File: config.mk
export PLATFORM = sky130hd
export DESIGN_NAME = exu_issue_ctrl_flat
export DESIGN_NICKNAME = d
export VERILOG_FILES = /design/src/rtl/exu_issue_ctrl_if.sv /design/src/rtl/exu_issue_ctrl.sv /design/src/flat_wrapper.sv
export SDC_FILE = /design/constraint.sdc
export NUM_CORES = 1
export LEC_CHECK = 0
export CAP_MARGIN = 40
export CELL_PAD_IN_SITES_DETAIL_PLACEMENT = 1
export CELL_PAD_IN_SITES_GLOBAL_PLACEMENT = 1
export CORE_AREA = 2 2 190 192
export CTS_BUF_LIST = sky130_fd_sc_hd__clkbuf_8
export DETAILED_ROUTE_END_ITERATION = 8
export DIE_AREA = 0 0 192 194
export PLACE_DENSITY = 0.8
export SETUP_SLACK_MARGIN = 0.2
export SLEW_MARGIN = 20
export SYNTH_ARGS = -nofsm -noshare
export SYNTH_HDL_FRONTEND = slang
export SYNTH_SLANG_ARGS = --single-unit
File: constraint.sdc
create_clock -name clk -period 7 [get_ports clk]
set_clock_uncertainty 0.15 [all_clocks]
set_input_delay 1.4 -clock clk [delete_from_list [all_inputs] [get_ports clk]]
set_output_delay 1.4 -clock clk [all_outputs]
set_load 0.02 [all_outputs]
File: src/rtl/exu_issue_ctrl_if.sv
// Decode, execute-unit and writeback signal bundle for exu_issue_ctrl.
// slave: the issue controller. master: the surrounding pipeline / testbench.
interface exu_issue_ctrl_if #(
  parameter int unsigned FUNC_W = 4,
  parameter int unsigned RD_W   = 5,
  parameter int unsigned PERF_W = 32
);
  logic              flush_i;
  logic              in_valid_i;
  logic              in_ready_o;
  logic [63:0]       in_opr_a_i;
  logic [63:0]       in_opr_b_i;
  logic [FUNC_W-1:0] in_func_i;
  logic              in_word_op_i;
  logic              in_mul_i;
  logic              in_div_i;
  logic [RD_W-1:0]   in_rd_i;
  logic [63:0]       exu_opr_a_o;
  logic [63:0]       exu_opr_b_o;
  logic [FUNC_W-1:0] exu_func_o;
  logic              exu_word_op_o;
  logic              exu_mul_instr_o;
  logic              exu_div_instr_o;
  logic              exu_flush_o;
  logic              exu_kill_o;
  logic [63:0]       exu_res_i;
  logic              exu_valid_res_i;
  logic              exu_busy_i;
  logic              wb_valid_o;
  logic              wb_ready_i;
  logic [RD_W-1:0]   wb_rd_o;
  logic [63:0]       wb_data_o;
  logic [PERF_W-1:0] perf_issue_o;
  logic [PERF_W-1:0] perf_wait_o;

  modport slave (
    input  flush_i, in_valid_i, in_opr_a_i, in_opr_b_i, in_func_i, in_word_op_i,
           in_mul_i, in_div_i, in_rd_i, exu_res_i, exu_valid_res_i, exu_busy_i, wb_ready_i,
    output in_ready_o, exu_opr_a_o, exu_opr_b_o, exu_func_o, exu_word_op_o, exu_mul_instr_o,
           exu_div_instr_o, exu_flush_o, exu_kill_o, wb_valid_o, wb_rd_o, wb_data_o,
           perf_issue_o, perf_wait_o
  );

  modport master (
    output flush_i, in_valid_i, in_opr_a_i, in_opr_b_i, in_func_i, in_word_op_i,
           in_mul_i, in_div_i, in_rd_i, exu_res_i, exu_valid_res_i, exu_busy_i, wb_ready_i,
    input  in_ready_o, exu_opr_a_o, exu_opr_b_o, exu_func_o, exu_word_op_o, exu_mul_instr_o,
           exu_div_instr_o, exu_flush_o, exu_kill_o, wb_valid_o, wb_rd_o, wb_data_o,
           perf_issue_o, perf_wait_o
  );
endinterface

File: src/rtl/exu_issue_ctrl.sv
// Single-issue sequencer in front of the execute unit (ALU / mul / div).
// Accepts one op, registers operands, starts the unit, waits for the result and
// offers it to writeback over valid/ready. Flush cancels everything, killing a
// mul/div in flight.
// Optional: define EXU_PERF_CNT_EN to build saturating issue / wait-cycle counters;
// otherwise the perf ports are tied to zero.
module exu_issue_ctrl #(
  parameter int unsigned FUNC_W = 4,
  parameter int unsigned RD_W   = 5,
  parameter int unsigned PERF_W = 32
) (
  input logic             clk,
  input logic             reset,
  exu_issue_ctrl_if.slave bus
);

  typedef enum logic [1:0] {StIdle, StExec, StWait, StWb} state_e;

  state_e            r_state;
  logic [63:0]       r_opr_a;
  logic [63:0]       r_opr_b;
  logic [FUNC_W-1:0] r_func;
  logic              r_word;
  logic [RD_W-1:0]   r_rd;
  logic              r_is_mul;
  logic              r_is_div;
  logic [63:0]       r_data;

  logic w_in_ready;
  logic w_accept;
  logic w_long_op;
  logic w_start;

  // Back-to-back accept is allowed on the writeback handshake cycle.
  assign w_in_ready = ((r_state == StIdle) | ((r_state == StWb) & bus.wb_ready_i)) &
                      ~bus.flush_i;
  assign w_accept   = bus.in_valid_i & w_in_ready;
  assign w_long_op  = r_is_mul | r_is_div;
  assign w_start    = (r_state == StExec) & w_long_op & ~bus.exu_busy_i & ~bus.flush_i;

  // Sequencer FSM plus operand / result capture.
  always_ff @(posedge clk or posedge reset) begin
    if (reset) begin
      r_state  <= StIdle;
      r_opr_a  <= '0;
      r_opr_b  <= '0;
      r_func   <= '0;
      r_word   <= 1'b0;
      r_rd     <= '0;
      r_is_mul <= 1'b0;
      r_is_div <= 1'b0;
      r_data   <= '0;
    end else begin
      if (w_accept) begin
        r_opr_a  <= bus.in_opr_a_i;
        r_opr_b  <= bus.in_opr_b_i;
        r_func   <= bus.in_func_i;
        r_word   <= bus.in_word_op_i;
        r_rd     <= bus.in_rd_i;
        // Multiply wins when decode flags both classes.
        r_is_mul <= bus.in_mul_i;
        r_is_div <= bus.in_div_i & ~bus.in_mul_i;
      end
      if (bus.flush_i) begin
        r_state <= StIdle;
      end else begin
        unique case (r_state)
          StIdle: begin
            if (w_accept) r_state <= StExec;
          end
          StExec: begin
            if (!w_long_op) begin
              r_data  <= bus.exu_res_i;
              r_state <= StWb;
            end else if (!bus.exu_busy_i) begin
              r_state <= StWait;
            end
          end
          StWait: begin
            if (bus.exu_valid_res_i) begin
              r_data  <= bus.exu_res_i;
              r_state <= StWb;
            end
          end
          StWb: begin
            if (bus.wb_ready_i) r_state <= w_accept ? StExec : StIdle;
          end
          default: r_state <= StIdle;
        endcase
      end
    end
  end

  assign bus.in_ready_o      = w_in_ready;
  assign bus.exu_opr_a_o     = r_opr_a;
  assign bus.exu_opr_b_o     = r_opr_b;
  assign bus.exu_func_o      = r_func;
  assign bus.exu_word_op_o   = r_word;
  assign bus.exu_mul_instr_o = w_start & r_is_mul;
  assign bus.exu_div_instr_o = w_start & r_is_div;
  assign bus.exu_flush_o     = bus.flush_i;
  assign bus.exu_kill_o      = bus.flush_i &
                               ((r_state == StWait) | ((r_state == StExec) & w_long_op));
  assign bus.wb_valid_o      = (r_state == StWb) & ~bus.flush_i;
  assign bus.wb_rd_o         = r_rd;
  assign bus.wb_data_o       = r_data;

`ifdef EXU_PERF_CNT_EN
  localparam logic [PERF_W-1:0] PerfOne = PERF_W'(1);

  logic [PERF_W-1:0] r_perf_issue;
  logic [PERF_W-1:0] r_perf_wait;

  // Saturating counters; only reset clears them, flush does not.
  always_ff @(posedge clk or posedge reset) begin
    if (reset) begin
      r_perf_issue <= '0;
      r_perf_wait  <= '0;
    end else begin
      if (w_accept && (r_perf_issue != '1)) r_perf_issue <= r_perf_issue + PerfOne;
      if ((r_state == StWait) && (r_perf_wait != '1)) r_perf_wait <= r_perf_wait + PerfOne;
    end
  end

  assign bus.perf_issue_o = r_perf_issue;
  assign bus.perf_wait_o  = r_perf_wait;
`else
  assign bus.perf_issue_o = {PERF_W{1'b0}};
  assign bus.perf_wait_o  = {PERF_W{1'b0}};
`endif

endmodule

File: src/flat_wrapper.sv
// flat-port wrapper written by rule: the top's interface ports become plain ports
module exu_issue_ctrl_flat 
#(
  parameter int unsigned FUNC_W = 4,
  parameter int unsigned RD_W   = 5,
  parameter int unsigned PERF_W = 32
)
  (clk, reset, bus_flush_i, bus_in_valid_i, bus_in_opr_a_i, bus_in_opr_b_i, bus_in_func_i, bus_in_word_op_i, bus_in_mul_i, bus_in_div_i, bus_in_rd_i, bus_exu_res_i, bus_exu_valid_res_i, bus_exu_busy_i, bus_wb_ready_i, bus_in_ready_o, bus_exu_opr_a_o, bus_exu_opr_b_o, bus_exu_func_o, bus_exu_word_op_o, bus_exu_mul_instr_o, bus_exu_div_instr_o, bus_exu_flush_o, bus_exu_kill_o, bus_wb_valid_o, bus_wb_rd_o, bus_wb_data_o, bus_perf_issue_o, bus_perf_wait_o);
  exu_issue_ctrl_if #(.FUNC_W(FUNC_W), .RD_W(RD_W), .PERF_W(PERF_W)) bus_i ();
  input logic clk;
  input logic reset;
  input wire logic [$bits(bus_i.flush_i)-1:0] bus_flush_i;
  input wire logic [$bits(bus_i.in_valid_i)-1:0] bus_in_valid_i;
  input wire logic [$bits(bus_i.in_opr_a_i)-1:0] bus_in_opr_a_i;
  input wire logic [$bits(bus_i.in_opr_b_i)-1:0] bus_in_opr_b_i;
  input wire logic [$bits(bus_i.in_func_i)-1:0] bus_in_func_i;
  input wire logic [$bits(bus_i.in_word_op_i)-1:0] bus_in_word_op_i;
  input wire logic [$bits(bus_i.in_mul_i)-1:0] bus_in_mul_i;
  input wire logic [$bits(bus_i.in_div_i)-1:0] bus_in_div_i;
  input wire logic [$bits(bus_i.in_rd_i)-1:0] bus_in_rd_i;
  input wire logic [$bits(bus_i.exu_res_i)-1:0] bus_exu_res_i;
  input wire logic [$bits(bus_i.exu_valid_res_i)-1:0] bus_exu_valid_res_i;
  input wire logic [$bits(bus_i.exu_busy_i)-1:0] bus_exu_busy_i;
  input wire logic [$bits(bus_i.wb_ready_i)-1:0] bus_wb_ready_i;
  output wire logic [$bits(bus_i.in_ready_o)-1:0] bus_in_ready_o;
  output wire logic [$bits(bus_i.exu_opr_a_o)-1:0] bus_exu_opr_a_o;
  output wire logic [$bits(bus_i.exu_opr_b_o)-1:0] bus_exu_opr_b_o;
  output wire logic [$bits(bus_i.exu_func_o)-1:0] bus_exu_func_o;
  output wire logic [$bits(bus_i.exu_word_op_o)-1:0] bus_exu_word_op_o;
  output wire logic [$bits(bus_i.exu_mul_instr_o)-1:0] bus_exu_mul_instr_o;
  output wire logic [$bits(bus_i.exu_div_instr_o)-1:0] bus_exu_div_instr_o;
  output wire logic [$bits(bus_i.exu_flush_o)-1:0] bus_exu_flush_o;
  output wire logic [$bits(bus_i.exu_kill_o)-1:0] bus_exu_kill_o;
  output wire logic [$bits(bus_i.wb_valid_o)-1:0] bus_wb_valid_o;
  output wire logic [$bits(bus_i.wb_rd_o)-1:0] bus_wb_rd_o;
  output wire logic [$bits(bus_i.wb_data_o)-1:0] bus_wb_data_o;
  output wire logic [$bits(bus_i.perf_issue_o)-1:0] bus_perf_issue_o;
  output wire logic [$bits(bus_i.perf_wait_o)-1:0] bus_perf_wait_o;
  assign bus_i.flush_i = bus_flush_i;
  assign bus_i.in_valid_i = bus_in_valid_i;
  assign bus_i.in_opr_a_i = bus_in_opr_a_i;
  assign bus_i.in_opr_b_i = bus_in_opr_b_i;
  assign bus_i.in_func_i = bus_in_func_i;
  assign bus_i.in_word_op_i = bus_in_word_op_i;
  assign bus_i.in_mul_i = bus_in_mul_i;
  assign bus_i.in_div_i = bus_in_div_i;
  assign bus_i.in_rd_i = bus_in_rd_i;
  assign bus_i.exu_res_i = bus_exu_res_i;
  assign bus_i.exu_valid_res_i = bus_exu_valid_res_i;
  assign bus_i.exu_busy_i = bus_exu_busy_i;
  assign bus_i.wb_ready_i = bus_wb_ready_i;
  assign bus_in_ready_o = bus_i.in_ready_o;
  assign bus_exu_opr_a_o = bus_i.exu_opr_a_o;
  assign bus_exu_opr_b_o = bus_i.exu_opr_b_o;
  assign bus_exu_func_o = bus_i.exu_func_o;
  assign bus_exu_word_op_o = bus_i.exu_word_op_o;
  assign bus_exu_mul_instr_o = bus_i.exu_mul_instr_o;
  assign bus_exu_div_instr_o = bus_i.exu_div_instr_o;
  assign bus_exu_flush_o = bus_i.exu_flush_o;
  assign bus_exu_kill_o = bus_i.exu_kill_o;
  assign bus_wb_valid_o = bus_i.wb_valid_o;
  assign bus_wb_rd_o = bus_i.wb_rd_o;
  assign bus_wb_data_o = bus_i.wb_data_o;
  assign bus_perf_issue_o = bus_i.perf_issue_o;
  assign bus_perf_wait_o = bus_i.perf_wait_o;
  exu_issue_ctrl #(.FUNC_W(FUNC_W), .RD_W(RD_W), .PERF_W(PERF_W)) u_core (.clk(clk), .reset(reset), .bus(bus_i));
endmodule
==> out/qor.txt <==
Outcome: finished, final reports clean
Post-synthesis cell area: 8330 µm²
Layout cells sized above 1: 0.264
Tot GR Track Use: 0.134
F_max: 0.211 GHz
Element type at the critical path end: output port
Setup bufs post-CTS: 0
H-tree levels: 2
Flops & latches, synth: 206
Inst Count DP: 1388
Most used routing layer: met2
Die Area: 37200 µm²
Drt first pass iters: 3
CTS root buf: clkbuf_8
Fin nets: 1184
Arr. time, crit path: 3190 ps
Number of top-level pins: 483
Routed len/inst: 17.5 µm
Sequential share of the synthesized area: 0.619
Critical Path Start Type: primary input
Total global routing overflow: 0
Final cell count without fillers: 1459
Via/cell ratio: 3.99
Clock Latency Late Sink: 520 ps
GR Layer Usage met3: 0.0693
Cells after synthesis: 528
CTS tree: yes
Critical path data required time: 5450 ps
Max Cap Viol: 0
Die height: 194 µm
Largest net degree at the start of global routing: 139
Final Hold Fails: 0
Slew @ Worst Pin: 926 ps
Max FO, Critical Path: 11
Iter 0 DRT Violations: 87
Pwr dens: 482 nW/µm²
Post-synth cell types: 23
CTS Hold Bufs: 0
Fin crit share: 0.676
Setup_tns: 0 ps
Placer Congestion: 0.727
Initial Utilization: 0.236
First-pass GRT wire length: 38.9 mm
Unrepaired setup endpoints after global routing: no
Flop2flop setup slack: 4410 ps
Number of nets still failing antenna checks after routing: 0
# DRC: 0
GRT met1 Usage: 0.136
Slew Viols, Final: 0
Avg Inst Size Synth: 15.8 µm²
Final WL: 25.6 mm
Initial antenna violation count: 1
Clock Sinks: 206
DP HPWL: 18.5 mm
Fillers: 3738
Maximum vdd drop: 0.359 mV
TritonCTS Buffers: 39
Final setup violation count: 0
Max-Slew Margin vs Limit: 0.383
Met2 Usage GRT: 0.235
# rows: 69
WS Path Type: primary input to output port
Total leakage power: 5.63 nW
Vias in the first global route: 6643
PostCTS Resize Cnt: 0
Final hold slack: 334 ps
Die Span X: 192 µm
Core Region: 35200 µm²
Register clock-pin slew on the reported worst setup and hold paths: 50 ps
Tightest Hold Check Type: register to register
# port buffers: 418
Layout area overhead: 63.2%
Max Buffers Root-to-Sink: 3
Vias: 5817
Post-layout minimum cycle time: 4740 ps
Number of synthesis warnings: 0
==> synthesized netlist by cell type <==
master,count,share of area
mux2_1,5,0.0068
nor4_4,1,0.0026
mux2i_1,1,0.0012
o21ai_0,1,0.00060
o21a_1,2,0.0018
a21oi_1,1,0.00060
nor2b_1,5,0.0038
inv_1,3,0.0014
a211oi_1,1,0.00090
nor2_1,3,0.0014
a221oi_1,1,0.0011
nand2b_1,3,0.0023
buf_4,65,0.059
dfrtp_1,206,0.62
mux2_2,199,0.27
buf_6,6,0.0081
conb_1,1,0.00045
nor4bb_1,2,0.0024
ha_1,4,0.0060
a2111o_1,1,0.0014
nor3b_2,1,0.0015
buf_2,12,0.0072
clkbuf_1,4,0.0018
==> cell families after synthesis <==
| logic type | synth area share |
|---|---|
| flip-flops | 0.619 |
| other | 0.000450 |
| multiplexers | 0.277 |
| AND/OR/NAND/NOR | 0.0138 |
| buffers and inverters | 0.0771 |
| adder cells (fa/ha/maj) | 0.00601 |
| AO/OA/AOI/OAI | 0.00631 |
==> metrics by stage <==
step,area (µm²),worst slack (ps),util,total power [mW]
floorplan,8570,2780,-,3.81
global placement,12800,2260,0.362,5.32
detailed placement,12800,2240,0.363,5.41
CTS,13600,2230,0.385,6.64
global route,13600,2170,0.386,6.91
finish,13600,2260,0.386,6.55
==> final timing paths <==
path,startpoint,to,cells past startpoint
worst max-delay path,bus_flush_i,bus_exu_mul_instr_o,3
max in group asynchronous,reset,u_core.bus.exu_opr_b_o[53]$_DFFE_PP0P_,4
worst min register to register,u_core.bus.wb_data_o[41]$_DFFE_PP0P_,u_core.bus.wb_data_o[41]$_DFFE_PP0P_,1
worst min-delay path,u_core.bus.wb_data_o[41]$_DFFE_PP0P_,u_core.bus.wb_data_o[41]$_DFFE_PP0P_,1
worst max register to register,u_core.r_state[0]$_DFFE_PP0P_,u_core.bus.exu_opr_b_o[26]$_DFFE_PP0P_,6
min in group asynchronous,reset,u_core.bus.wb_data_o[5]$_DFFE_PP0P_,2
==> power by group <==
| part | internal (mW) | switching (mW) | leakage (nW) |
|---|---|---|---|
| Sequential | 1.81 | 0.335 | 2.44 |
| Combinational | 1.73 | 1.52 | 2.75 |
| Clock | 0.646 | 0.517 | 0.447 |
==> sequential cells by signal (all words and copies together) (netlist names), 2 cells and up <==
name and flops:
u_core.bus.exu_func_o 4, u_core.bus.exu_opr_a_o 64, u_core.bus.wb_rd_o 5, u_core.r_state 2, u_core.bus.exu_opr_b_o 64, u_core.bus.wb_data_o 64
==> layout make-up <==
class / count / area (µm²) / area share
Antenna cell: 1 / 2.50 / 0.000184
Clock buffer: 47 / 647 / 0.0476
Clock inverter: 22 / 126 / 0.00930
Inverter: 3 / 15.0 / 0.00110
Multi-Input combinational cell: 295 / 2770 / 0.204
Sequential cell: 206 / 5150 / 0.379
Tap cell: 461 / 577 / 0.0424
Timing Repair Buffer: 424 / 4290 / 0.316
==> critical path, stage by stage <==
cell	delay, ps
clkdlybuf4s50_1	690
nor4bb_1	380
clkdlybuf4s50_1	710
==> metal layers <==
| metal | share of wire | wire length [µm] |
|---|---|---|
| met5 | 0 | 0 |
| met4 | 0.027 | 679 |
| met3 | 0.13 | 3320 |
| met2 | 0.50 | 12700 |
| met1 | 0.35 | 8850 |
==> layout by cell type (no fill, tap or decap), types with 2 or more instances in the layout <==
cell	count
buf_12	2
buf_16	2
buf_4	2
clkbuf_8	47
clkdlybuf4s50_1	418
clkinv_2	4
clkinvlp_4	3
conb_1	64
dfrtp_1	206
ha_1	4
inv_1	16
mux2_1	5
mux2_2	199
nand2b_1	3
nor2_1	3
nor2b_1	5
nor4bb_1	2
o21a_1	2
Note: power is estimated with default switching activity, not from simulation.
